File: config.mk
export PLATFORM = sky130hd
export DESIGN_NAME = usb_rx_timer
export DESIGN_NICKNAME = d
export VERILOG_FILES = /design/src/rtl/usb_rx_timer.sv
export SDC_FILE = /design/constraint.sdc
export NUM_CORES = 1
export LEC_CHECK = 0
export ABC_AREA = 1
export CORE_MARGIN = 2
export CORE_UTILIZATION = 54
export DETAILED_ROUTE_END_ITERATION = 16
export GPL_TIMING_DRIVEN = 0
export PLACE_DENSITY = 0.85
export SLEW_MARGIN = 0
export SYNTH_ARGS = -nofsm -noshare
export SYNTH_HDL_FRONTEND = slang
export SYNTH_SLANG_ARGS = --single-unit
File: constraint.sdc
create_clock -name clk -period 2.02 [get_ports clk]
set_clock_uncertainty 0.1 [all_clocks]
set_input_delay 0.404 -clock clk [delete_from_list [all_inputs] [get_ports clk]]
set_output_delay 0.404 -clock clk [all_outputs]
set_load 0.01 [all_outputs]
File: src/rtl/usb_rx_timer.sv
// Bit-timing recovery for the USB receive path: tracks bit phase from D+ edges,
// issues sample strobes, counts bits per byte and flags mistimed or missing edges.
//
// state  | meaning
// IDLE   | outside a packet; phase, bit count and gap count held at zero
// ACTIVE | inside a packet; phase free-runs and resyncs on every edge
module usb_rx_timer #(
  parameter int CLKS_PER_BIT = 8,
  parameter int SAMPLE_PT    = 3
) (
  input  logic       clk,
  input  logic       n_rst,
  input  logic       d_edge,
  input  logic       rcving,
  input  logic       clear,
  output logic       shift_enable,
  output logic       byte_received,
  output logic [2:0] bit_count,
  output logic       timing_err,
  output logic       no_edge_err
);

  localparam logic [0:0] IDLE   = 1'b0;
  localparam logic [0:0] ACTIVE = 1'b1;

  localparam logic [3:0] LAST_PH = 4'(CLKS_PER_BIT - 1);
  localparam logic [3:0] SAMPLE  = 4'(SAMPLE_PT);
  localparam logic [3:0] WIN_HI  = 4'(CLKS_PER_BIT - SAMPLE_PT);
  localparam logic [3:0] GAP_MAX = 4'd8;

  logic [0:0] state_q, state_d;
  logic [3:0] phase_q, phase_d;
  logic [2:0] bit_count_q, bit_count_d;
  logic [3:0] gap_q, gap_d;
  logic       timing_err_q, timing_err_d;
  logic       no_edge_err_q, no_edge_err_d;

  assign shift_enable  = (state_q == ACTIVE) && rcving && (phase_q == SAMPLE);
  assign byte_received = shift_enable && (bit_count_q == 3'd7);
  assign bit_count     = bit_count_q;
  assign timing_err    = timing_err_q;
  assign no_edge_err   = no_edge_err_q;

  always_comb begin
    state_d       = state_q;
    phase_d       = phase_q;
    bit_count_d   = bit_count_q;
    gap_d         = gap_q;
    timing_err_d  = 1'b0;
    no_edge_err_d = 1'b0;
    case (state_q)
      IDLE: begin
        phase_d     = 4'd0;
        bit_count_d = 3'd0;
        gap_d       = 4'd0;
        if (rcving && d_edge) begin
          state_d = ACTIVE;
          phase_d = 4'd1;
        end
      end
      ACTIVE: begin
        if (!rcving) begin
          state_d     = IDLE;
          phase_d     = 4'd0;
          bit_count_d = 3'd0;
          gap_d       = 4'd0;
        end else begin
          // The edge cycle itself counts as phase 0, so the next cycle is phase 1.
          if (d_edge) begin
            phase_d = 4'd1;
          end else if (phase_q == LAST_PH) begin
            phase_d = 4'd0;
          end else begin
            phase_d = phase_q + 4'd1;
          end

          if (clear) begin
            bit_count_d = 3'd0;
          end else if (shift_enable) begin
            bit_count_d = bit_count_q + 3'd1;
          end

          if (d_edge) begin
            gap_d = 4'd0;
          end else if (shift_enable && (gap_q != GAP_MAX)) begin
            gap_d = gap_q + 4'd1;
          end

          timing_err_d  = d_edge && (phase_q >= SAMPLE) && (phase_q <= WIN_HI);
          // Only the transition into saturation raises the flag.
          no_edge_err_d = (gap_q != GAP_MAX) && (gap_d == GAP_MAX);
        end
      end
      default: state_d = IDLE;
    endcase
  end

  always_ff @(posedge clk) begin
    if (!n_rst) begin
      state_q       <= IDLE;
      phase_q       <= 4'd0;
      bit_count_q   <= 3'd0;
      gap_q         <= 4'd0;
      timing_err_q  <= 1'b0;
      no_edge_err_q <= 1'b0;
    end else begin
      state_q       <= state_d;
      phase_q       <= phase_d;
      bit_count_q   <= bit_count_d;
      gap_q         <= gap_d;
      timing_err_q  <= timing_err_d;
      no_edge_err_q <= no_edge_err_d;
    end
  end

endmodule
==> flow_summary.json <==
{
  "setup_tns_ns": 0,
  "p_seq_share_pct": 54.9,
  "clockPowerShare_pct": 39.9,
  "netlist_instances": 102,
  "vias": 701,
  "p_leak_uw": 0.0003815,
  "grt_start_max_net_pins": 9,
  "die_x_um": 41.26,
  "topRoutingLayerUsed": "met4",
  "track_usage_pct": 21.16,
  "min-delay-path-class": "flop to flop",
  "finalCritPeriodShare_pct": 96.09,
  "yosysSeqAreaShare_pct": 37.40,
  "rsz0062_at_grt": "false",
  "grt_first_pass_wirelength_mm": 2.297,
  "postRouteAntennaNets": 0,
  "remaining_drc_errors": 0,
  "setup_violations": 0,
  "dieArea_um2": 1702,
  "p_per_area_nw_per_um2": 551.8,
  "worst_slack_ns": 0.07905,
  "syn_avg_cell_area_um2": 7.348,
  "tightest_slew_ns": 0.2819,
  "area_growth_pct": 23.71,
  "end_kind": "primary output",
  "setup.worst_path.class": "flop to primary output",
  "place_area_um2": 878.3,
  "total_power_uw": 511.6,
  "ir_worst_vdd_uv": 483.1,
  "worstPathRequired_ns": 1.52,
  "fp.dieH_um": 41.26,
  "ys_types": 18,
  "synth_warnings": 0,
  "cts_tree": "yes",
  "power.internal_uw": 399.6,
  "final_nets": 130,
  "hold_viol": 0,
  "layout_commonest_cell": "nand2_1",
  "ys_ff_latch": 14,
  "syn-cell-area_um2": 749.5,
  "drv_slew": 0,
  "firstDrtPassIters": 4,
  "dr_wl_met3_um": 116,
  "slew_headroom_pct": 81.14,
  "max_freq_ghz": 0.5152,
  "numCtsBuffers": 3,
  "period_minus_slack_ns": 1.941,
  "n_antenna_cell": 0,
  "wl_met1_um": 642,
  "status": "finished, final reports clean",
  "initialDrtViolationCount": 21,
  "wl_mm": 1.529,
  "dp_hpwl_mm": 1.162,
  "stdcell_count": 132,
  "clock-sinks": 14,
  "p_sw_uw": 111.9,
  "rows": 13,
  "io_pins": 12,
  "combPwrFrac_pct": 5.2,
  "fillers": 115,
  "grt_remaining_overflow": 0,
  "post-place-ws_ns": -0.3851,
  "cts_buffer_depth": 2,
  "antenna_found_initial": 0,
  "viasPerCell": 5.311,
  "initial_core_util_pct": 57.60,
  "h-tree-depth": 1,
  "cap_violations": 0,
  "syn-num-nets": 114,
  "synth-edff-count": 0,
  "cts_root_buffer": "clkbuf_4",
  "core_area_um2": 1301,
  "gp_congestion": 0.9064,
  "dp_cells": 128,
  "arrival_ns": 1.44,
  "async_flop_share_pct": 0,
  "fin_area_um2": 927.1,
  "most-common-layout-cells": "nand2_1, inv_1, nor2_1, dfxtp_1, nand3_1",
  "grt_pass1_vias": 601,
  "met2_length_um": 734,
  "synthFlopType": "dfxtp_1",
  "io_buffers": 11,
  "clkLatencyLatePin_ns": 0.29,
  "switching_share_pct": 21.88,
  "path_max_fanout": 5,
  "drive_gt1_share_pct": 13.68,
  "critPathLaunchType": "flop",
  "clkTransAtPathRegs_ns": 0.09,
  "wl_per_cell_um": 11.58
}
[Yosys cell counts, types with 2 or more instances]
master,count,area (um^2)
nand2_1,18,67.56
inv_1,16,60.06
nor2_1,16,60.06
dfxtp_1,14,280.3
nand3_1,9,45.04
ha_1,7,87.58
a21oi_1,3,15.01
nand3_2,3,30.03
nand4_1,3,18.77
nor3_1,3,15.01
nand2_2,2,12.51
nor2_2,2,12.51
[stage by stage]
step / utilization, % / hold slack [ns]
final: 71.25 / 0.3961
after global routing: 71.25 / 0.4307
after CTS: 70.29 / 0.3826
after detailed placement: 67.50 / 0.3634
after global placement: 67.50 / 0.3616
after floorplan: - / 0.3418
[metal layers]
metal  global-route usage [%]  vias up
met4                    12.90        0
met5                        0        -
met1                    24.26      310
li1                         -      358
met2                    35.55       28
met3                    4.348        5
[registers in the layout, indices dropped and copies added (netlist names)]
name         count
state_q          1
timing_err       1
no_edge_err      1
phase_q          4
gap_q            4
bit_count        3
[cell type report]
cell class	count	area, um^2	area share [%]
Clock buffer	4	36.28	3.914
Tap cell	15	18.77	2.024
Sequential cell	14	280.3	30.23
Multi-Input combinational cell	71	412.9	44.53
Timing Repair Buffer	11	112.6	12.15
Inverter	17	66.31	7.152
[kinds of logic (layout without fill, tap and decap cells)]
family | Yosys count | count (layout) | share of synthesized area, %
and+or+nand+nor | 59 | 59 | 38.56
buffers and inverters | 17 | 32 | 8.514
DFF | 14 | 14 | 37.40
adders and majority gates | 7 | 7 | 11.69
AOI/OAI and AO/OA | 4 | 4 | 2.670
xor gates and xnor gates | 1 | 1 | 1.169
[timing repair]
| item | CTS | global route |
|---|---|---|
| buffers inserted | 0 | 0 |
| hold buffers | 0 | 0 |
| setup endpoints to repair | 2 | 2 |
| pin swaps | 1 | 0 |
| resized for setup | 4 | 4 |
[power groups by stage]
stage               sequential [uW]  clock, uW  combinational (uW)
floorplan                       286          0                12.7
global placement                286          0                24.8
detailed placement              287          0                25.4
CTS                             280        202                25.7
global route                    281        210                29.0
finish                          281        204                26.5
[path summary, 6_finish.rpt]
| kind | from | to | slack [ns] | depth (start not counted) |
|---|---|---|---|---|
| max | phase_q[0] | shift_enable | 0.08 | 4 |
| min | bit_count[2] | bit_count[2] | 0.40 | 2 |
| max reg2reg | phase_q[0] | no_edge_err | 0.52 | 8 |
| min reg2reg | bit_count[2] | bit_count[2] | 0.40 | 2 |
[worst max-delay path, cell delays in order, from the launching register on]
cell and delay [ns]:
dfxtp_1 0.40, ha_2 0.26, nand2_2 0.11, nor2_4 0.11, dlygate4sd2_1 0.27
Power figures use the tool's default switching activity.
